[config.mk]
export PLATFORM = sky130hd
export DESIGN_NAME = pipe_cleaner_ctrl_flat
export DESIGN_NICKNAME = d
export VERILOG_FILES = /design/src/rtl/pipe_cleaner_pkg.sv /design/src/rtl/pipe_cleaner_ctrl_if.sv /design/src/rtl/pipe_cleaner_limit_cnt.sv /design/src/rtl/pipe_cleaner_ctrl.sv /design/src/flat_wrapper.sv
export SDC_FILE = /design/constraint.sdc
export NUM_CORES = 1
export LEC_CHECK = 0
export BUFFER_PORTS_ARGS = -buffer_cell sky130_fd_sc_hd__buf_2
export CAP_MARGIN = 20
export CORE_ASPECT_RATIO = 0.5
export CORE_MARGIN = 2
export CORE_UTILIZATION = 59
export CTS_BUF_LIST = sky130_fd_sc_hd__clkbuf_2
export DETAILED_ROUTE_END_ITERATION = 10
export GPL_ROUTABILITY_DRIVEN = 0
export PLACE_DENSITY = 0.92
export SYNTH_ARGS = -nofsm -noshare
export SYNTH_HDL_FRONTEND = slang
export SYNTH_HIERARCHICAL = 1
export SYNTH_SLANG_ARGS = --single-unit
[constraint.sdc]
create_clock -name clock -period 3.49 [get_ports clock]
set_clock_uncertainty 0.1 [all_clocks]
set_input_delay 0.698 -clock clock [delete_from_list [all_inputs] [get_ports clock]]
set_output_delay 0.698 -clock clock [all_outputs]
set_load 0.005 [all_outputs]
[src/rtl/pipe_cleaner_pkg.sv]
// Shared types for the pipe cleaner controller.
//   state_e : controller FSM states
//   cmd_e   : one-hot-free command encoding (at most one command per cycle)
//   T_*     : {head, side, barrier} sensor tuples used by the transition table
package pipe_cleaner_pkg;
  typedef enum logic [2:0] {
    ST_RESET, ST_FIRST_MOVE, ST_SEARCH, ST_ROTATE, ST_FOLLOW, ST_STAND_BY, ST_FAULT
  } state_e;

  typedef enum logic [1:0] {CMD_NONE, CMD_FRONT, CMD_TURN, CMD_REMOVE} cmd_e;

  localparam logic [2:0] T_010 = 3'b010;
  localparam logic [2:0] T_011 = 3'b011;
  localparam logic [2:0] T_110 = 3'b110;
endpackage

[src/rtl/pipe_cleaner_ctrl_if.sv]
// Sensor/command bundle between the sensor front-end, the controller and the
// motor/brush drivers.
//   master : sensor side (drives sensors + follow_right, observes commands)
//   slave  : controller side
interface pipe_cleaner_ctrl_if #(parameter int STEP_W = 8);
  logic              head, left, right, under, barrier, follow_right;
  logic              front, turn, turn_dir, remove, done, fault;
  logic [STEP_W-1:0] steps;

  modport master (output head, left, right, under, barrier, follow_right,
                  input  front, turn, turn_dir, remove, done, fault, steps);
  modport slave  (input  head, left, right, under, barrier, follow_right,
                  output front, turn, turn_dir, remove, done, fault, steps);
endinterface

[src/rtl/pipe_cleaner_limit_cnt.sv]
// Consecutive-event counter.
//   clock, reset : clock, synchronous active-high reset
//   inc          : event occurred this cycle
//   clr          : streak broken this cycle (wins over inc)
//   at_max       : count has reached MAX
module pipe_cleaner_limit_cnt #(
  parameter int MAX = 16
) (
  input  logic clock,
  input  logic reset,
  input  logic inc,
  input  logic clr,
  output logic at_max
);
  localparam int W = $clog2(MAX + 1);

  logic [W-1:0] cnt_q, cnt_d;

  assign at_max = (cnt_q == W'(MAX));

  always_comb begin
    cnt_d = cnt_q;
    if (clr)                 cnt_d = '0;
    else if (inc && !at_max) cnt_d = cnt_q + 1'b1;
  end

  always_ff @(posedge clock) begin
    if (reset) cnt_q <= '0;
    else       cnt_q <= cnt_d;
  end
endmodule

[src/rtl/pipe_cleaner_ctrl.sv]
// Wall-following pipe-cleaning robot controller with registered commands,
// runtime wall selection, remove/turn stall detection and a step odometer.
//   clock, reset : clock, synchronous active-high reset
//   bus (slave)  : sensors in (head/left/right/under/barrier/follow_right),
//                  commands out (front/turn/turn_dir/remove/done/fault/steps)
module pipe_cleaner_ctrl
  import pipe_cleaner_pkg::*;
#(
  parameter int REMOVE_MAX = 16,
  parameter int TURN_MAX   = 8,
  parameter int STEP_W     = 8
) (
  input logic                clock,
  input logic                reset,
  pipe_cleaner_ctrl_if.slave bus
);
  state_e            state_q, state_d;
  cmd_e              cmd_q, cmd_d;
  logic              turn_dir_q, turn_dir_d;
  logic [STEP_W-1:0] steps_q, steps_d;
  logic              side;
  logic [2:0]        tup;
  logic              rem_at_max, turn_at_max;

  // Counters see the command being registered this edge, so at_max reflects
  // the streak of commands already issued.
  pipe_cleaner_limit_cnt #(.MAX(REMOVE_MAX)) u_rem_cnt (
    .clock(clock), .reset(reset),
    .inc(cmd_d == CMD_REMOVE), .clr(cmd_d != CMD_REMOVE), .at_max(rem_at_max));

  pipe_cleaner_limit_cnt #(.MAX(TURN_MAX)) u_turn_cnt (
    .clock(clock), .reset(reset),
    .inc(cmd_d == CMD_TURN), .clr(cmd_d != CMD_TURN), .at_max(turn_at_max));

  assign side = turn_dir_q ? bus.right : bus.left;
  assign tup  = {bus.head, side, bus.barrier};

  always_comb begin
    state_d    = state_q;
    cmd_d      = CMD_NONE;
    turn_dir_d = turn_dir_q;
    case (state_q)
      ST_RESET: begin
        state_d    = ST_FIRST_MOVE;
        turn_dir_d = bus.follow_right;
      end
      ST_STAND_BY, ST_FAULT: ;  // absorbing until reset
      default: begin
        if (bus.under && state_q != ST_FIRST_MOVE) state_d = ST_STAND_BY;
        else if (bus.head && bus.barrier)          state_d = ST_STAND_BY;
        else begin
          case (state_q)
            ST_FIRST_MOVE: begin
              if (tup == T_010)      begin state_d = ST_SEARCH; cmd_d = CMD_FRONT; end
              else if (tup == T_011) cmd_d = CMD_REMOVE;
              else                   cmd_d = CMD_TURN;
            end
            ST_SEARCH: begin
              case (tup)
                T_010:   cmd_d = CMD_FRONT;
                T_110:   begin state_d = ST_ROTATE; cmd_d = CMD_TURN;   end
                T_011:   begin state_d = ST_FOLLOW; cmd_d = CMD_REMOVE; end
                default: begin state_d = ST_FOLLOW; cmd_d = CMD_TURN;   end
              endcase
            end
            ST_ROTATE: begin
              case (tup)
                T_010:   begin state_d = ST_SEARCH; cmd_d = CMD_FRONT;  end
                T_011:   begin state_d = ST_FOLLOW; cmd_d = CMD_REMOVE; end
                default: cmd_d = CMD_TURN;
              endcase
            end
            ST_FOLLOW: begin
              // head&barrier already handled above, so head=1 implies barrier=0
              if (!bus.head) begin
                if (bus.barrier) cmd_d = CMD_REMOVE;
                else begin state_d = ST_SEARCH; cmd_d = CMD_FRONT; end
              end else begin
                cmd_d = CMD_TURN;
                if (side) state_d = ST_ROTATE;
              end
            end
            default: ;
          endcase
          // Stall: table wants one more remove/turn than allowed
          if ((cmd_d == CMD_REMOVE && rem_at_max) || (cmd_d == CMD_TURN && turn_at_max)) begin
            state_d = ST_FAULT;
            cmd_d   = CMD_NONE;
          end
        end
      end
    endcase

    steps_d = steps_q;
    if (cmd_d == CMD_FRONT && steps_q != {STEP_W{1'b1}}) steps_d = steps_q + 1'b1;
  end

  always_ff @(posedge clock) begin
    if (reset) begin
      state_q    <= ST_RESET;
      cmd_q      <= CMD_NONE;
      turn_dir_q <= 1'b0;
      steps_q    <= '0;
    end else begin
      state_q    <= state_d;
      cmd_q      <= cmd_d;
      turn_dir_q <= turn_dir_d;
      steps_q    <= steps_d;
    end
  end

  assign bus.front    = (cmd_q == CMD_FRONT);
  assign bus.turn     = (cmd_q == CMD_TURN);
  assign bus.remove   = (cmd_q == CMD_REMOVE);
  assign bus.turn_dir = turn_dir_q;
  assign bus.done     = (state_q == ST_STAND_BY);
  assign bus.fault    = (state_q == ST_FAULT);
  assign bus.steps    = steps_q;
endmodule

[src/flat_wrapper.sv]
// flat-port wrapper written by rule: the top's interface ports become plain ports
module pipe_cleaner_ctrl_flat import pipe_cleaner_pkg::*;
#(
  parameter int REMOVE_MAX = 16,
  parameter int TURN_MAX   = 8,
  parameter int STEP_W     = 8
)
  (clock, reset, bus_head, bus_left, bus_right, bus_under, bus_barrier, bus_follow_right, bus_front, bus_turn, bus_turn_dir, bus_remove, bus_done, bus_fault, bus_steps);
  pipe_cleaner_ctrl_if #(.STEP_W(STEP_W)) bus_i ();
  input logic clock;
  input logic reset;
  input wire logic [$bits(bus_i.head)-1:0] bus_head;
  input wire logic [$bits(bus_i.left)-1:0] bus_left;
  input wire logic [$bits(bus_i.right)-1:0] bus_right;
  input wire logic [$bits(bus_i.under)-1:0] bus_under;
  input wire logic [$bits(bus_i.barrier)-1:0] bus_barrier;
  input wire logic [$bits(bus_i.follow_right)-1:0] bus_follow_right;
  output wire logic [$bits(bus_i.front)-1:0] bus_front;
  output wire logic [$bits(bus_i.turn)-1:0] bus_turn;
  output wire logic [$bits(bus_i.turn_dir)-1:0] bus_turn_dir;
  output wire logic [$bits(bus_i.remove)-1:0] bus_remove;
  output wire logic [$bits(bus_i.done)-1:0] bus_done;
  output wire logic [$bits(bus_i.fault)-1:0] bus_fault;
  output wire logic [$bits(bus_i.steps)-1:0] bus_steps;
  assign bus_i.head = bus_head;
  assign bus_i.left = bus_left;
  assign bus_i.right = bus_right;
  assign bus_i.under = bus_under;
  assign bus_i.barrier = bus_barrier;
  assign bus_i.follow_right = bus_follow_right;
  assign bus_front = bus_i.front;
  assign bus_turn = bus_i.turn;
  assign bus_turn_dir = bus_i.turn_dir;
  assign bus_remove = bus_i.remove;
  assign bus_done = bus_i.done;
  assign bus_fault = bus_i.fault;
  assign bus_steps = bus_i.steps;
  pipe_cleaner_ctrl #(.REMOVE_MAX(REMOVE_MAX), .TURN_MAX(TURN_MAX), .STEP_W(STEP_W)) u_core (.clock(clock), .reset(reset), .bus(bus_i));
endmodule
* Word level (Yosys, flattened, before mapping) *
Cells that the tools add are included.

storage, ports and cells
  bits in registers = 23
  bits in latches = 0
  bits in writable memories = 0
  ROM bits = 0
  input bits = 8
  output and inout bits = 14
  word-level logic and storage cells = 81
  memories = 0

operators by class
  $add $sub $neg = 3
  $mul = 0
  divide/modulo/power cells = 0
  magnitude comparators = 0
  equal/unequal tests = 28
  shifts and indexed selects = 0
  mux-type cells = 25
  bitwise gates (word level) = 1
  reductions and logical operators = 18

operators by type and width
  kind                                                 number
  2-to-1 mux 3 bit                                     7
  2-to-1 mux 2 bit                                     10
  one-hot mux 3 bit (2 select lines)                   3
  equality test 2 bit, second input constant           6
  equality test 3 x 2 -> 1 bit, second input constant  4
  equality test 3 bit, second input constant           4
  one-hot mux 3 bit (4 select lines)                   1
  adder 8 x 1 -> 8 bit, second input constant          1
  != test 8 bit, second input constant                 1
  nonzero test 8 bit                                   1
  OR reduction 2 bit                                   4
  logical AND 1 bit                                    7
  != test 7 x 1 -> 1 bit, second input constant        1
  != test 7 x 2 -> 1 bit, second input constant        1
  != test 7 x 3 -> 1 bit, second input constant        1
  AND reduction 7 bit                                  1
  != test 6 x 1 -> 1 bit, second input constant        1
  != test 6 x 4 -> 1 bit, second input constant        1
  one-hot mux 2 bit (3 select lines)                   1
  adder 5 x 1 -> 5 bit, second input constant          1
  equality test 5 bit, second input constant           1
  adder 4 x 1 -> 4 bit, second input constant          1
  equality test 2 x 1 -> 1 bit, second input constant  2
  equality test 4 bit, second input constant           1
  other kinds (10)                                     13

* Depth between registers and ports, before layout *
  depth in word-level cells = 17
  gate-level depth with buffers = 14
  depth with buffers taken out = 13

* Modules after synthesis *
Netlist, hierarchy kept.

modules (own cells, without submodules)
  module                                       instances  cells an instance  area an instance (µm²)  seq. area each (µm²)
  pipe_cleaner_ctrl                            1          140                1152.4                  280.3
  pipe_cleaner_limit_cnt at u_core.u_rem_cnt   1          29                 281.5                   100.1
  pipe_cleaner_limit_cnt at u_core.u_turn_cnt  1          25                 224.0                   80.1

* Least setup slack after synthesis *
OpenSTA, ideal clock, no wires.

  path type = input -> register
  start point = in bus_right
  end point = reg u_core.u_turn_cnt.cnt_q[2]
  library setup time = 66 ps
  arrival = 2535 ps
  data required time = 3324 ps
  path slack = 789 ps
  cell stages on the path = 9
  buffers on the path = 1
  cell sequence = mux2i_1 nor2_1 o311ai_1 nor3b_4 buf_6 nor2b_1 nand2_1 or3_1 a21boi_2

between the ends
  longest elaborated chain between the ends = 17
  elaborated cells between the ends (all ways) = 23
  those cells by class = 6 x eq/ne; 12 x mux; 5 x reduce/logical

RTL lines
  item                                                               RTL line                                                                   RTL
  start, declared                                                    flat_wrapper.sv:14                                                         input wire logic [$bits(bus_i.right)-1:0] bus_right;
  2-to-1 mux 1 bit (*)                                               pipe_cleaner_ctrl.sv:35                                                    assign side = turn_dir_q ? bus.right : bus.left;
  equality test 3 x 2 -> 1 bit                                       pipe_cleaner_ctrl.sv:55, pipe_cleaner_ctrl.sv:59, pipe_cleaner_ctrl.sv:67
  2-to-1 mux 1 bit                                                   pipe_cleaner_ctrl.sv:55                                                    else if (tup == T_011) cmd_d = CMD_REMOVE;
  2-to-1 mux 2 bit                                                   pipe_cleaner_ctrl.sv:54                                                    if (tup == T_010) begin state_d = ST_SEARCH; cmd_d = CMD_FRONT; end
  one-hot mux 2 bit (3 select lines) (*)                             pipe_cleaner_ctrl.sv:52                                                    case (state_q)
  2-to-1 mux 2 bit (*)                                               pipe_cleaner_ctrl.sv:50                                                    else if (bus.head && bus.barrier) state_d = ST_STAND_BY;
  2-to-1 mux 2 bit (*)                                               pipe_cleaner_ctrl.sv:49                                                    if (bus.under && state_q != ST_FIRST_MOVE) state_d = ST_STAND_BY;
  2-to-1 mux 2 bit (*)                                               pipe_cleaner_ctrl.sv:42                                                    case (state_q)
  equality test 2 bit                                                pipe_cleaner_ctrl.sv:86                                                    if ((cmd_d == CMD_REMOVE && rem_at_max) || (cmd_d == CMD_TURN && turn_at_max)) begin
  logical AND 1 bit                                                  pipe_cleaner_ctrl.sv:86
  logical OR 1 bit                                                   pipe_cleaner_ctrl.sv:86
  2-to-1 mux 2 bit (*)                                               pipe_cleaner_ctrl.sv:86
  2-to-1 mux 2 bit (*)                                               pipe_cleaner_ctrl.sv:50
  2-to-1 mux 2 bit (*)                                               pipe_cleaner_ctrl.sv:49
  2-to-1 mux 2 bit (*)                                               pipe_cleaner_ctrl.sv:42
  != test 2 bit or equality test 2 bit (tied branches)               pipe_cleaner_ctrl.sv:33                                                    .inc(cmd_d == CMD_TURN), .clr(cmd_d != CMD_TURN), .at_max(turn_at_max));
  OR reduction 2 bit (no line) or logical AND 1 bit (tied branches)  n/a
  end signal, assigned                                               pipe_cleaner_limit_cnt.sv:29                                               else cnt_q <= cnt_d;
  end, declared                                                      pipe_cleaner_limit_cnt.sv:17                                               logic [W-1:0] cnt_q, cnt_d;

Mark *: on every way between the ends. The rest lies on a longest branch, timed or not. The select of a mux whose other input is x is not followed.
A chain may end at the register's enable or synchronous reset.

* Worst setup path in the final report *
  start point = reg u_core.u_rem_cnt.cnt_q[0]
  end point = reg u_core.u_turn_cnt.cnt_q[2]

between the ends
  longest elaborated chain between the ends = 9
  elaborated cells between the ends (all ways) = 11
  those cells by class = 3 x eq/ne; 4 x mux; 4 x reduce/logical

RTL lines
  item                                                               RTL line                      RTL
  start, declared                                                    pipe_cleaner_limit_cnt.sv:17
  start signal, assigned                                             pipe_cleaner_limit_cnt.sv:29
  equality test 5 bit (*)                                            pipe_cleaner_limit_cnt.sv:19  assign at_max = (cnt_q == W'(MAX));
  net u_core.rem_at_max                                              pipe_cleaner_ctrl.sv:23       logic rem_at_max, turn_at_max;
  logical AND 1 bit (*)                                              pipe_cleaner_ctrl.sv:86
  logical OR 1 bit (*)                                               pipe_cleaner_ctrl.sv:86
  2-to-1 mux 2 bit (*)                                               pipe_cleaner_ctrl.sv:86
  2-to-1 mux 2 bit (*)                                               pipe_cleaner_ctrl.sv:50
  2-to-1 mux 2 bit (*)                                               pipe_cleaner_ctrl.sv:49
  2-to-1 mux 2 bit (*)                                               pipe_cleaner_ctrl.sv:42
  != test 2 bit or equality test 2 bit (tied branches)               pipe_cleaner_ctrl.sv:33
  OR reduction 2 bit (no line) or logical AND 1 bit (tied branches)  n/a

Mark *: on every way through the listed nets, which the timed path passes. The rest lies on a longest branch.

==> flow_summary.toml <==
[global_route]
grtUsageTotal = 0.214
globalRouteOverflowTotal = 0
grt_pass1_vias = 1255
grt_max_degree = 24
antenna_found_initial = 0
grt_pass1_wl_um = 5590

[pwr]
powerDensity_nw_per_um2 = 517
switching_share = 0.444
p_leak_nw = 0.650
clkPwrFrac = 0.122
internal-power_uw = 510
finalPower_uw = 918
comb_power_share = 0.472
peakVddDrop_mv = 0.401
pwr-share-seq = 0.407
p_switching_uw = 408

[logic_synthesis]
yosysSeqAreaShare = 0.278
synth-xor-area-share = 0.0211
synth_top_family_by_area = "simple AND/OR/NAND/NOR gates"
async_flop_share = 0
synth_ff_type = "dfxtp_1"
synth_warnings = 6
netlist_area_um2 = 1660
avgSynthCellArea_um2 = 8.55
synth_top_cell_by_area = "dfxtp_1"
synth_compound_area_frac = 0.199
netlist_instances = 194
synth_fa_ha_area_frac = 0.0377
synth_cell_types = 56
syn_nets = 207
yosys_register_bits = 23
synth-edff-count = 0
synthMuxAreaShare = 0.0642
synth_area_leaders = "dfxtp_1 28%, nor2_1 5.7%, mux2_4 4.5%"
synth_top_area_frac = 0.278
yosys.area_share.simple = 0.328

[floorplan]
core_um2 = 2640
initial_core_util = 0.629
dieArea_um2 = 3280
ioPinCount = 22
rows = 13
die_w_um = 79.0
die_y_um = 41.5

[clocking]
clock_sinks = 23
path_clk_slew_ns = 0.22
cts-root-buf = "clkbuf_2"
post_cts_buffers = 0
cts_tree = "done"
post_cts_resized = 0
ctsHoldBuffers = 0
clk_latency_ns = 0.35
cts_buffer_depth = 2
numCtsBuffers = 3
htree_num_levels = 1

[setup_path]
cp-end-kind = "register"
cp_max_fo = 7
crit_type = "reg -> reg"
cp.required_ns = 3.70
worstSetupStartpointType = "register"
cp.arrival_ns = 3.07

[cells_and_area]
antennaDiodeCount = 0
fillers = 226
final_layout_size_suffix_gt1_frac = 0.281
final_nets = 224
area_growth_pct = 7.02
final_cell_count_no_fill = 247

[hold_path]
hp-class = "reg -> reg"

[sta]
rsz0062_at_grt = "no"
maxSlewHeadroom = 0.617
tightest_slew_ns = 0.575
fmax_mhz = 350
finalHoldViolations = 0
post-route-period-util = 0.819
setup_viol = 0
setup_tns_ns = 0
slew_violations = 0
fin_crit_ns = 2.86

[route]
num_vias = 1446
routed_wl_um = 3370
drt_iter0_markers = 160
drc = 0
wire_per_inst_um = 13.7
dr.pass1.iters = 4
antenna_left = 0
viasPerCell = 5.85

[placement]
io_buffers = 21
dp_cells = 243
dp.final_hpwl_um = 2530

[run_status]
outcome = "complete, no violations"

[run]
maxCapViolations = 0
## metal layers
layer	up-vias	global-route usage	share of wire
li1	717	-	-
met1	691	0.268	0.45
met2	38	0.373	0.50
met3	0	0.0522	0.052
met4	0	0.0517	0
met5	-	0	0
## worst max-delay path: stages (launching register included)
cell	delay, ns
dfxtp_1	0.43
inv_1	0.08
ha_1	0.22
nand4bb_4	0.12
inv_2	0.07
nor2_1	0.16
a41oi_2	0.14
o311ai_1	0.13
nor3b_4	0.36
nor2b_1	0.40
nand2_1	0.16
or3_1	0.34
a21boi_2	0.11
## power by group through the flow
stage,registers (mW),logic [mW],clock network [mW]
2_1_floorplan,0.323,0.419,0
4_1_cts,0.369,0.429,0.115
6_report,0.373,0.433,0.112
3_3_place_gp,0.372,0.412,0
3_5_place_dp,0.375,0.427,0
5_1_grt,0.378,0.474,0.126
## flip-flops by register name, indices dropped and copies added, names as in the netlist
register and cells:
u_core/bus.steps 8, u_core/u_rem_cnt/cnt_q 5, u_core/cmd_q 2, u_core/bus.turn_dir 1, u_core/u_turn_cnt/cnt_q 4, u_core/state_q 3
## metrics by stage
step | util | setup WS (ns) | area (µm²) | hold slack [ns]
6_report | 0.673 | 0.631 | 1770 | 0.429
5_1_grt | 0.673 | 0.404 | 1770 | 0.446
4_1_cts | 0.673 | 0.642 | 1770 | 0.424
3_5_place_dp | 0.666 | 0.483 | 1750 | 0.398
3_3_place_gp | 0.666 | 0.588 | 1750 | 0.386
2_1_floorplan | - | 0.789 | 1660 | 0.370
## worst paths after layout
kind                                                             start                                       to  slack [ns]  cells past startpoint
worst max-delay path            u_core/u_rem_cnt/cnt_q[0]$_SDFFE_PP0P_  u_core/u_turn_cnt/cnt_q[2]$_SDFFE_PP0P_        0.63                     12
worst min-delay path                  u_core/bus.steps[7]$_SDFFE_PP0P_         u_core/bus.steps[7]$_SDFFE_PP0P_        0.43                      2
worst max register to register  u_core/u_rem_cnt/cnt_q[0]$_SDFFE_PP0P_  u_core/u_turn_cnt/cnt_q[2]$_SDFFE_PP0P_        0.63                     12
worst min register to register        u_core/bus.steps[7]$_SDFFE_PP0P_         u_core/bus.steps[7]$_SDFFE_PP0P_        0.43                      2
## area by class of cell
type	count	area [µm²]	area share
Clock buffer	3	15.0	0.00846
Clock inverter	1	5.00	0.00282
Inverter	15	56.3	0.0317
Multi-Input combinational cell	146	1080	0.608
Sequential cell	23	460	0.260
Tap cell	37	46.3	0.0261
Timing Repair Buffer	22	113	0.0635
## cells in the final DEF (no fill, tap or decap), types with 2 or more instances in the layout
cell type / instances
nor2_1: 25
dfxtp_1: 23
buf_2: 21
inv_1: 11
nand3_1: 10
nand2_1: 9
a21oi_1: 8
nor2b_1: 8
mux2_4: 5
nor3_1: 5
ha_1: 5
inv_2: 4
and2_1: 4
o21ai_0: 4
a21boi_0: 4
xor2_1: 4
clkbuf_2: 3
a21oi_2: 3
nor4_2: 3
o31ai_1: 3
a21boi_2: 3
nand4_1: 3
o21ai_2: 2
mux2i_1: 2
o22ai_1: 2
nor3_2: 2
or3_1: 2
nor4bb_1: 2
or4_1: 2
## logic make-up (layout without fill, tap and decap cells)
logic type	Yosys count	count (layout)
simple gates	86	86
compound gates	43	43
buf+inv	25	41
flops	23	23
mux	8	8
fa+ha+maj	5	5
xor+xnor	4	4
## Yosys cell counts, drive strengths merged, types with 3 or more instances
| cell | number |
|---|---|
| nor2b | 8 |
| nor3 | 7 |
| clkbuf | 5 |
| buf | 5 |
| nand3 | 10 |
| o31ai | 3 |
| nor2 | 26 |
| inv | 15 |
| o21ai | 7 |
| o22ai | 3 |
| mux2 | 6 |
| and2 | 4 |
| a21oi | 11 |
| ha | 5 |
| xor2 | 4 |
| dfxtp | 23 |
| nor4 | 3 |
| nand2 | 9 |
| a21boi | 7 |
| nand4 | 3 |
No activity file was read; power rests on OpenSTA's default activity.
